### config.mk
export PLATFORM = sky130hd
export DESIGN_NAME = tdm_demux8
export DESIGN_NICKNAME = d
export VERILOG_FILES = /design/src/rtl/tdm_demux_pkg.sv /design/src/rtl/tdm_slot_ctr.sv /design/src/rtl/tdm_demux8.sv
export SDC_FILE = /design/constraint.sdc
export NUM_CORES = 1
export LEC_CHECK = 0
export ABC_AREA = 0
export BUFFER_PORTS_ARGS = -buffer_cell sky130_fd_sc_hd__buf_2
export CORE_ASPECT_RATIO = 1.5
export CORE_MARGIN = 5
export CORE_UTILIZATION = 35
export DETAILED_ROUTE_END_ITERATION = 8
export PLACE_DENSITY = 0.54
export SYNTH_ARGS = -nofsm -noshare
export SYNTH_HDL_FRONTEND = slang
export SYNTH_HIERARCHICAL = 1
export SYNTH_SLANG_ARGS = --single-unit
export TNS_END_PERCENT = 10
### constraint.sdc
create_clock -name clk -period 2.4 [get_ports clk]
set_input_delay 0.24 -clock clk [delete_from_list [all_inputs] [get_ports clk]]
set_output_delay 0.24 -clock clk [all_outputs]
set_load 0.03 [all_outputs]
### src/rtl/tdm_demux_pkg.sv
// Shared types and helpers for the TDM sample demultiplexer.
// Latency: n/a (types, constants and a combinational helper only).
// Backpressure: n/a.
package tdm_demux_pkg;

    localparam int N_LANES_DEF = 8;
    localparam int W_DEF       = 4;

    typedef enum logic {
        HUNT = 1'b0,
        LOCK = 1'b1
    } state_t;

    // Next slot index, wrapping from n-1 back to 0.
    function automatic int unsigned slot_next(input int unsigned slot, input int unsigned n);
        return (slot == n - 1) ? 32'd0 : slot + 32'd1;
    endfunction

endpackage

### src/rtl/tdm_slot_ctr.sv
// Slot counter: holds the slot index the next accepted beat will occupy.
// Latency: registered, new value one clock after inc/load_one/clear.
// Backpressure: none; holds its value when no control input is asserted.
module tdm_slot_ctr
    import tdm_demux_pkg::*;
#(
    parameter int N = N_LANES_DEF
) (
    input  logic                 clk,
    input  logic                 rst,
    input  logic                 clear,
    input  logic                 load_one,
    input  logic                 inc,
    output logic [$clog2(N)-1:0] slot,
    output logic                 is_last
);
    localparam int SW = $clog2(N);

    // Priority: clear, then resync to slot 1, then normal advance with wrap.
    always_ff @(posedge clk or posedge rst) begin
        if (rst) begin
            slot <= '0;
        end else if (clear) begin
            slot <= '0;
        end else if (load_one) begin
            slot <= SW'(1);
        end else if (inc) begin
            slot <= SW'(slot_next(32'(slot), N));
        end
    end

    assign is_last = (slot == SW'(N - 1));

endmodule

### src/rtl/tdm_demux8.sv
// TDM demultiplexer: one W-bit sample per slot, N slots per frame, committed coherently to N lanes.
// Latency: lanes/frame_done update 1 clock after the slot N-1 beat (last sample bypassed).
// Backpressure: none; in_valid=0 beats are ignored and the slot counter holds.
// Optional build macro TDM_DEMUX_PARITY_EN adds in_parity/par_err and drops frames with bad parity.
module tdm_demux8
    import tdm_demux_pkg::*;
#(
    parameter int W = W_DEF,
    parameter int N = N_LANES_DEF
) (
    input  logic           clk,
    input  logic           rst,
    input  logic           in_valid,
    input  logic           in_sync,
    input  logic [W-1:0]   in_data,
`ifdef TDM_DEMUX_PARITY_EN
    input  logic           in_parity,
    output logic           par_err,
`endif
    output logic [N*W-1:0] lanes,
    output logic           frame_done,
    output logic           locked,
    output logic           sync_err
);
    localparam int SW = $clog2(N);

    state_t         state;
    logic [W-1:0]   shadow [N];
    logic [SW-1:0]  slot;
    logic           slot_last;

    logic           hunt_hit;
    logic           lock_beat;
    logic           misalign;
    logic           slot0_load;
    logic           wr_en;
    logic [SW-1:0]  wr_idx;
    logic           commit_ok;
    logic           commit;

    // A sync in HUNT starts a frame; a sync off slot 0 in LOCK restarts one.
    assign hunt_hit   = (state == HUNT) && in_valid && in_sync;
    assign lock_beat  = (state == LOCK) && in_valid;
    assign misalign   = lock_beat && in_sync && (slot != '0);
    assign slot0_load = hunt_hit || misalign;

    assign wr_en  = slot0_load || lock_beat;
    assign wr_idx = slot0_load ? '0 : slot;

`ifdef TDM_DEMUX_PARITY_EN
    logic par_bad;
    logic frame_bad;

    // Even parity: in_parity must equal the XOR of the data bits.
    assign par_bad   = in_valid && (in_parity != (^in_data));
    assign commit_ok = !frame_bad && !par_bad;

    // Sticky per-frame parity flag, restarted on every slot-0 beat, cleared at wrap.
    always_ff @(posedge clk or posedge rst) begin
        if (rst) begin
            frame_bad <= 1'b0;
            par_err   <= 1'b0;
        end else begin
            par_err <= par_bad;
            if (slot0_load || (lock_beat && slot == '0)) begin
                frame_bad <= par_bad;
            end else if (lock_beat && slot_last) begin
                frame_bad <= 1'b0;
            end else if (lock_beat) begin
                frame_bad <= frame_bad | par_bad;
            end
        end
    end
`else
    assign commit_ok = 1'b1;
`endif

    // A misaligned sync on slot N-1 is a restart, never a commit.
    assign commit = lock_beat && !misalign && slot_last && commit_ok;

    tdm_slot_ctr #(
        .N (N)
    ) u_slot_ctr (
        .clk      (clk),
        .rst      (rst),
        .clear    ((state == HUNT) && !hunt_hit),
        .load_one (slot0_load),
        .inc      (lock_beat && !misalign),
        .slot     (slot),
        .is_last  (slot_last)
    );

    // Gather samples into the shadow buffer at their slot position.
    always_ff @(posedge clk or posedge rst) begin
        if (rst) begin
            for (int k = 0; k < N; k++) begin
                shadow[k] <= '0;
            end
        end else if (wr_en) begin
            shadow[wr_idx] <= in_data;
        end
    end

    // Commit the whole frame at once; the last sample bypasses the shadow buffer.
    always_ff @(posedge clk or posedge rst) begin
        if (rst) begin
            lanes      <= '0;
            frame_done <= 1'b0;
        end else begin
            frame_done <= commit;
            if (commit) begin
                for (int k = 0; k < N - 1; k++) begin
                    lanes[k*W +: W] <= shadow[k];
                end
                lanes[(N-1)*W +: W] <= in_data;
            end
        end
    end

    // Alignment FSM: HUNT until the first sync, then LOCK until reset.
    always_ff @(posedge clk or posedge rst) begin
        if (rst) begin
            state    <= HUNT;
            locked   <= 1'b0;
            sync_err <= 1'b0;
        end else begin
            sync_err <= misalign;
            if (hunt_hit) begin
                state  <= LOCK;
                locked <= 1'b1;
            end
        end
    end

endmodule

Word-level counts from Yosys, hierarchy flattened. Index checks and enable logic that the tools add are counted.

Reduce and logical (&&, ||, !) cells: 15. $lt $le $gt $ge: 2. Equal/unequal tests: 1. Add/sub/neg operators: 1. Bitwise operators: 2. Muxes and demuxes: 8.

Operator list (number): bitwise mux 32 bit (1); 2-to-1 mux 3 bit (5); demux 4 bit (select 3 bit) (1); logical AND 1 bit (9); nonzero test 3 bit (2); >= comparator 4 bit (second input constant) (1); less-than comparator 4 x 1 -> 1 bit (second input constant) (1); 2-to-1 mux 4 bit (1); inverter 3 -> 4 bit (1); adder 3 x 1 -> 3 bit (second input constant) (1); equality test 3 bit (second input constant) (1); zero test 1 bit (2); logical OR 1 bit (2); inverter 1 bit (1).

Bits in registers: 70. Word-level logic and storage cells: 42.

Longest topological paths before layout. Gate-level depths: netlist of run 1.

Depth after elaboration: 11. Mapped depth: 6. Gate-level depth less buffers: 4.

Modules after synthesis. Netlist of run 1, hierarchy kept.

Modules (own cells, without submodules): tdm_demux8 (area each 2581.2 µm², cells each 147, instances 1); tdm_slot_ctr (area each 158.9 µm², cells each 14, instances 1).

Worst setup path before layout of run 1. No wires, ideal clock.

Path type: reg-to-reg. Start: reg u_slot_ctr.slot[0]. End: reg lanes[10]. Data arrival time: 1.554 ns. Clock period less this slack: 1.679 ns. Path slack: 0.721 ns. Stages on the path, launching flop included: 7. Buffers on the path: 2. Path through: dfrtp_1 -> ha_1 -> ha_1 -> and3_1 -> buf_6 -> buf_12 -> mux2_4.

Elaborated cells on any way between the ends: 6.

RTL lines: start: declaration (RTL line tdm_slot_ctr.sv:14) `output logic [$clog2(N)-1:0] slot,`; start signal: assignment (RTL line tdm_slot_ctr.sv:28) `slot <= SW'(slot_next(32'(slot), N));`; equality test 3 bit (RTL line tdm_slot_ctr.sv:32) `assign is_last = (slot == SW'(N - 1));`; net slot_last (RTL line tdm_demux8.sv:30) `logic slot_last;`; logical AND 1 bit (RTL line tdm_demux8.sv:79) `assign commit = lock_beat && !misalign && slot_last && commit_ok;`; end signal: indexed assignment (RTL line tdm_demux8.sv:113) `lanes[k*W +: W] <= shadow[k];`; end signal: indexed assignment (RTL line tdm_demux8.sv:115) `lanes[(N-1)*W +: W] <= in_data;`; end: declaration (RTL line tdm_demux8.sv:20) `output logic [N*W-1:0] lanes,`.

The timed path passes the listed nets, and every way through them passes these cells. A chain may end at the register's enable or synchronous reset.

Worst setup path in the final report of run 1.
Start: reg u_slot_ctr.slot[0]. End: reg lanes[29].

The elaborated chain is that of the path after synthesis.

==> results of run 1 <==
-- critical path, stage by stage, from the launching register on --
cell and delay, ns:
dfrtp_1 0.53, ha_1 0.22, ha_1 0.16, and3_2 0.47, buf_12 0.22, mux2_4 0.31
-- kinds of logic (layout without fill, tap and decap cells) --
family / Yosys count / count (layout)
muxes: 62 / 62
adders and majority gates: 2 / 2
and+or+nand+nor: 20 / 20
buffers and inverters: 8 / 65
DFF: 66 / 66
AOI/OAI and AO/OA: 3 / 3
-- placed cells by master (no fill, tap or decap), types with 2 or more instances in the layout --
cell       synthesis  final
mux2i_1            2      2
clkinv_2           0      3
nor3b_2            2      2
nor2_1             2      2
clkbuf_8           0      2
mux2_4            29     29
nand2b_1           2      2
buf_12             3      3
buf_2              0     42
inv_1              4      3
mux2_2            31     31
and2_1             2      2
nand4b_1           3      3
nor3_1             2      2
ha_1               2      2
clkbuf_16          0      9
dfrtp_1           66     66
-- layer usage --
metal / track usage, % / wire (um)
met5: 0 / 0
met4: 5.925 / 114
met3: 4.262 / 221
met2: 17.97 / 2556
met1: 14.57 / 2146
-- cell usage after synthesis (2+ instances only) --
cell	n	share of area (%)
dfrtp_1	66	60
mux2_2	31	13
mux2_4	29	16
inv_1	4	0.55
buf_12	3	2.2
nand4b_1	3	0.96
and2_1	2	0.46
ha_1	2	0.91
mux2i_1	2	0.73
nand2b_1	2	0.46
nor2_1	2	0.27
nor3_1	2	0.37
nor3b_2	2	0.91
-- per-stage QoR --
step           hold WS (ns)  std cells  cell area (um2)  setup slack, ns  power, mW
6_report             0.2143        320             3349           0.3777      4.284
3_5_place_dp         0.1311        304             3068           0.3572      3.160
4_1_cts              0.2041        320             3349           0.3581      4.355
2_1_floorplan     -0.006356        161             2740           0.5903      2.786
3_3_place_gp         0.1340        304             3068           0.4495      3.120
5_1_grt              0.2439        320             3349           0.2695      4.546
-- final cells by class --
class                   count  area (um2)
clock buffers              12       256.5
clock inverters             3       15.01
fillers                   741        4263
inverters                   4       15.01
multi-input cells          87        1003
flip-flops and latches     66        1652
well taps                 102       127.6
repair buffers             46       280.3
-- timing repair --
action / CTS / global route
hold buffers: 1 / 0
hold endpoints to repair: 3 / 0
buffers inserted: 0 / 0
-- report_power, final --
part	switching, mW	leakage [nW]	internal, mW	total [mW]
Clock	0.425	0.138	0.742	1.17
Sequential	0.271	0.863	1.54	1.81
Combinational	0.672	0.673	0.632	1.30
Total	1.37	1.67	2.92	4.28
-- flip-flops by register name, summed over array words and instances (netlist names) --
register / cells
frame_done: 1
lanes: 32
shadow: 28
state: 1
sync_err: 1
u_slot_ctr/slot: 3
-- worst max-delay path by stage --
stage,from,end,slack [ns],depth (start not counted)
floorplan,rst,frame_done$_DFF_PP0_,0.59,1
global placement,u_slot_ctr/slot[1]$_DFFE_PP0P_,lanes[0]$_DFFE_PP0P_,0.45,5
detailed placement,u_slot_ctr/slot[0]$_DFFE_PP0P_,lanes[28]$_DFFE_PP0P_,0.36,5
CTS,u_slot_ctr/slot[0]$_DFFE_PP0P_,lanes[28]$_DFFE_PP0P_,0.36,5
global route,u_slot_ctr/slot[0]$_DFFE_PP0P_,lanes[28]$_DFFE_PP0P_,0.27,5
finish,u_slot_ctr/slot[0]$_DFFE_PP0P_,lanes[29]$_DFFE_PP0P_,0.38,5
==> reports/qor.log, run 1 <==
qor: status.outcome finished, final reports clean
qor: cells_and_area.final_nets 224
qor: hold_path.min_to state$_DFFE_PP0P_
qor: clock_tree.cts_made_buffers 9
qor: yosys.yosysSeqAreaShare 60.27%
qor: setup_path.crit_path_max_fanout 13
qor: timing.slew_violations 0
qor: global_routing.gr_ovfl_total 0
qor: setup_path.critPathRequiredTime 2.61 ns
qor: place.port-buffer-count 42
qor: clock_tree.clkSlewWorstSetupHoldPaths 0.05 ns
qor: place.place.detailed.hpwl 3506 um
qor: drt.routed_wl 5037 um
qor: drt.drc_errors 0
qor: place.routabilityCongestion 0.7343
qor: timing.min_period 2.022 ns
qor: yosys.yosys_warnings 6
qor: timing.final.setup.tns 0 ns
qor: cells_and_area.n_antenna_cell 0
qor: timing.period_share 84.26%
qor: timing.hold_viol_final 0
qor: timing.timing.max_slew.rel_slack 58.30%
qor: drt.drtAntennaViolNets 0
qor: floorplanning.die_x 82.25 um
qor: drt.number_of_iterations_in_the_first_detailed_routing_pass 3
qor: yosys.synth_top_flop_cell dfrtp_1
qor: timing.highest_attainable_clock_frequency 494.5 MHz
qor: cells_and_area.share_of_layout_cells_above_drive_strength_1 57.34%
qor: setup_path.start_kind flop
qor: floorplanning.die_footprint 9735 um2
qor: yosys.synth-adder-area-share 0.9132%
qor: yosys.synth_simple_gate_area_share 5.434%
qor: floorplanning.ioPinCount 43
qor: yosys.synthesis.nets 171
qor: drt.detailedRoute.firstIterationViolations 87
qor: clock_tree.worst_skew_pair.late_latency 0.32 ns
qor: global_routing.maximum_number_of_pins_on_one_net_before_global_route_repair 36
qor: drt.avgViaCountPerCell 4.584
qor: timing.clock_skew 0.002584 ns
qor: yosys.asyncSetResetFlopFracSynth 100.0%
qor: global_routing.global_route.usage.total 11.84%
qor: floorplanning.initial_utilization 36.00%
qor: clock_tree.cts-root-to-sink-buffers 2
qor: setup_path.reg2reg_setup_slack 0.38 ns
qor: yosys.yosys.area_share.xor_xnor 0%
qor: setup_path.cp-end-kind flop
qor: yosys.yosys.cell_types.count 24
qor: floorplanning.die_height 118.4 um
qor: hold_path.worstHoldPathCells 3
qor: pwr.p_leak 1.674 nW
qor: yosys.synth.area.mux_share 29.36%
qor: clock_tree.cts_tree done
qor: run.drv_cap 0
qor: yosys.number_of_enable_flip_flop_cells_after_synthesis 0
qor: timing.timing_worst_slew_pin_value 0.6246 ns
qor: setup_path.ff2ff_path_depth 5
qor: yosys.synth_top_family_by_area multiplexers
qor: timing.rsz0062_at_grt no
qor: clock_tree.htree_levels 3
qor: yosys.synth_area_per_cell 17.02 um2
qor: pwr.power.ir.vdd_worst 0.0004643 V
qor: floorplanning.fp-row-count 39
qor: setup_path.r2r-end lanes[29]$_DFFE_PP0P_
qor: setup_path.regToRegStartpoint u_slot_ctr/slot[0]$_DFFE_PP0P_
qor: clock_tree.cts-root-buf clkbuf_16
qor: cells_and_area.area_growth_syn_to_layout 22.24%
qor: yosys.post_synth_inst_count 161
qor: yosys.post_synth_instance_area 2740 um2
qor: setup_path.critPathKind flop to flop
qor: cells_and_area.layout.core_utilization 44.00%
qor: timing.finalSetupViolations 0
qor: clock_tree.tritoncts_num_sinks 66
qor: global_routing.grt_first_pass_wirelength 8480 um
qor: yosys.synth-compound-area-share 0.8676%
qor: hold_path.holdCritPathClass input pin to flop
qor: global_routing.first_global_vias 1627
qor: drt.avgRoutedWirePerCell 15.74 um
qor: clock_tree.cts_resized 0
qor: floorplanning.area_of_the_core_region 7612 um2
qor: drt.route.vias.total 1467
qor: pwr.power.density 1279 nW/um2
qor: hold_path.min-delay-start in_valid
qor: yosys.postSynthRegisterBits 66
qor: setup_path.crit_arrival 2.23 ns
qor: global_routing.grt_antenna_before_repair 0
Power figures use the tool's default switching activity.
==> run 2, diff against run 1 <==
- clock period: 2.4 -> 1.9 ns (I/O delays scaled with it)
==> run 2 against run 1 <==
  * Sequential share of layout area increased by 0.11 points
  * Flip-flop and latch count did not move
  * Clock skew increased by 0.0031 ns
  * Hold slack lost 0.042 ns
  * Core utilization shrank 0.099 points
  * Routed wire length down 1.2%
  * Register-to-register slack got worse by 0.19 ns
  * Final cell count increased by 0.63%
  * Worst setup slack got worse by 0.19 ns
  * Critical path type unchanged
  * Highest routed layer unchanged
==> reports/qor.log, run 2 (same netlist as run 1, synthesis figures left out) <==
qor: clock_tree.cts_made_buffers 9
qor: global_routing.gr_ovfl_total 0
qor: drt.avgViaCountPerCell 4.534
qor: setup_path.critPathKind flop to flop
qor: cells_and_area.area_growth_syn_to_layout 21.96%
qor: place.placed_cells 307
qor: timing.period_share 90.31%
qor: cells_and_area.mostFrequentLayoutCell dfrtp_1
qor: timing.min_period 1.716 ns
qor: clock_tree.cts-root-buf clkbuf_16
qor: global_routing.maximum_number_of_pins_on_one_net_before_global_route_repair 33
qor: global_routing.grt_antenna_before_repair 0
qor: timing.final.setup.tns 0 ns
qor: drt.drc_errors 0
qor: timing.hold_viol_final 0
qor: cells_and_area.max_flop_register lanes
qor: timing.finalSetupViolations 0
qor: global_routing.grt_util_met2 16.62%
qor: setup_path.r2r-end lanes[29]$_DFFE_PP0P_
qor: place.routabilityCongestion 0.7226
qor: timing.timing.max_slew.rel_slack 63.23%
qor: clock_tree.htree_levels 3
qor: global_routing.globalRoute.busiestLayer met2
qor: floorplanning.die_height 118.4 um
qor: drt.number_of_iterations_in_the_first_detailed_routing_pass 3
qor: clock_tree.tritoncts_num_sinks 66
qor: floorplanning.fp-row-count 39
qor: setup_path.start_kind flop
qor: cells_and_area.fill_cells 728
qor: setup_path.crit_arrival 1.92 ns
qor: drt.routed_wl 4975 um
qor: timing.highest_attainable_clock_frequency 582.8 MHz
qor: setup_path.reg2reg_setup_slack 0.18 ns
qor: drt.drtAntennaViolNets 0
qor: drt.detailedRoute.firstIterationViolations 65
qor: global_routing.first_global_vias 1537
qor: timing.rsz0062_at_grt no
qor: timing.clock_skew 0.005669 ns
qor: floorplanning.die_footprint 9735 um2
qor: cells_and_area.layout_common_cells dfrtp_1 (66), buf_2 (42), mux2_2 (31)
qor: floorplanning.ioPinCount 43
qor: global_routing.global_route.usage.total 11.52%
qor: place.port-buffer-count 42
qor: setup_path.destination_of_the_critical_timing_path lanes[29]$_DFFE_PP0P_
qor: floorplanning.initial_utilization 36.00%
qor: cells_and_area.max_reg_flops 32
qor: cells_and_area.final_nets 227
qor: setup_path.critPathRequiredTime 2.10 ns
qor: place.place.detailed.hpwl 3445 um
qor: floorplanning.area_of_the_core_region 7612 um2
qor: run.drv_cap 0
qor: setup_path.cp-end-kind flop
qor: pwr.p_leak 1.670 nW
qor: floorplanning.die_x 82.25 um
qor: global_routing.grt_first_pass_wirelength 8217 um
qor: cells_and_area.registers_with_the_most_flip_flops lanes (32), shadow (28), u_slot_ctr/slot (3)
qor: cells_and_area.share_of_layout_cells_above_drive_strength_1 56.36%
qor: global_routing.grt.met1_usage 15.23%
qor: clock_tree.clkSlewWorstSetupHoldPaths 0.05 ns
qor: setup_path.setup.worst_path.start u_slot_ctr/slot[1]$_DFFE_PP0P_
qor: clock_tree.cts_setup_buffers 0
qor: global_routing.grt_use_met3 3.729%
qor: setup_path.ff2ff_path_depth 5
qor: pwr.power.ir.vdd_worst 0.0006103 V
qor: setup_path.regToRegStartpoint u_slot_ctr/slot[1]$_DFFE_PP0P_
qor: clock_tree.cts-root-to-sink-buffers 2
qor: cells_and_area.n_antenna_cell 0
qor: pwr.power.density 1612 nW/um2
qor: drt.avgRoutedWirePerCell 15.45 um
qor: cells_and_area.finalNonFillerCells 322
qor: timing.timing_worst_slew_pin_value 0.5458 ns
qor: hold_path.holdCritPathClass input pin to flop
qor: setup_path.crit_path_max_fanout 13
qor: clock_tree.worst_skew_pair.late_latency 0.32 ns
qor: drt.route.vias.total 1460
qor: timing.slew_violations 0
qor: status.outcome finished, final reports clean
qor: clock_tree.cts_tree done
==> run 2: metrics by stage <==
stage | total power, mW | util, % | hold WS (ns) | cell area [um2] | setup WS [ns]
after CTS | 5.472 | 43.90 | 0.1589 | 3342 | 0.1776
after global placement | 3.973 | 40.43 | 0.08310 | 3078 | 0.1713
after detailed placement | 4.011 | 40.43 | 0.08625 | 3078 | 0.1914
after floorplan | 3.519 | - | -0.05636 | 2740 | 0.1403
after global routing | 5.680 | 43.90 | 0.2073 | 3342 | 0.08756
final | 5.388 | 43.90 | 0.1725 | 3342 | 0.1841
==> run 2: layer usage <==
| layer | routed length, um | share of wire [%] |
|---|---|---|
| met1 | 2265 | 46 |
| met2 | 2387 | 48 |
| met3 | 206 | 4.1 |
| met4 | 116 | 2.3 |
| met5 | 0 | 0 |
==> run 2: critical path, cell delays in order, from the launching register on <==
cell,delay [ns]
dfrtp_1,0.43
ha_1,0.19
ha_1,0.17
and3_2,0.22
buf_4,0.26
mux2_4,0.32
==> run 2: worst min path at each step <==
stage	startpoint	endpoint	slack [ns]	cells past startpoint
after floorplan	rst	u_slot_ctr/slot[0]$_DFFE_PP0P_	-0.06	1
after global placement	rst	u_slot_ctr/slot[2]$_DFFE_PP0P_	0.08	2
after detailed placement	rst	u_slot_ctr/slot[1]$_DFFE_PP0P_	0.09	2
after CTS	in_valid	state$_DFFE_PP0P_	0.16	3
after global routing	in_valid	state$_DFFE_PP0P_	0.21	3
final	in_valid	state$_DFFE_PP0P_	0.17	3
==> run 2: what timing repair did <==
action	in CTS	in global routing
endpoints found under the hold margin	23	0
hold buffers	1	0
resized for setup	0	0
==> run 2: final cells by class <==
cell class	instances	area (um2)	share of cell area, %
clock buffer	14	254.0	7.600
tap	102	127.6	3.819
inverter	4	15.01	0.4493
multi-input combinational	87	1003	30.03
timing repair buffer	49	290.3	8.686
sequential	66	1652	49.42
==> run 2: where the power goes <==
group | internal (mW) | switching [mW] | total, mW
registers | 1.95 | 0.304 | 2.25
clock network | 0.904 | 0.528 | 1.43
logic | 0.822 | 0.882 | 1.70
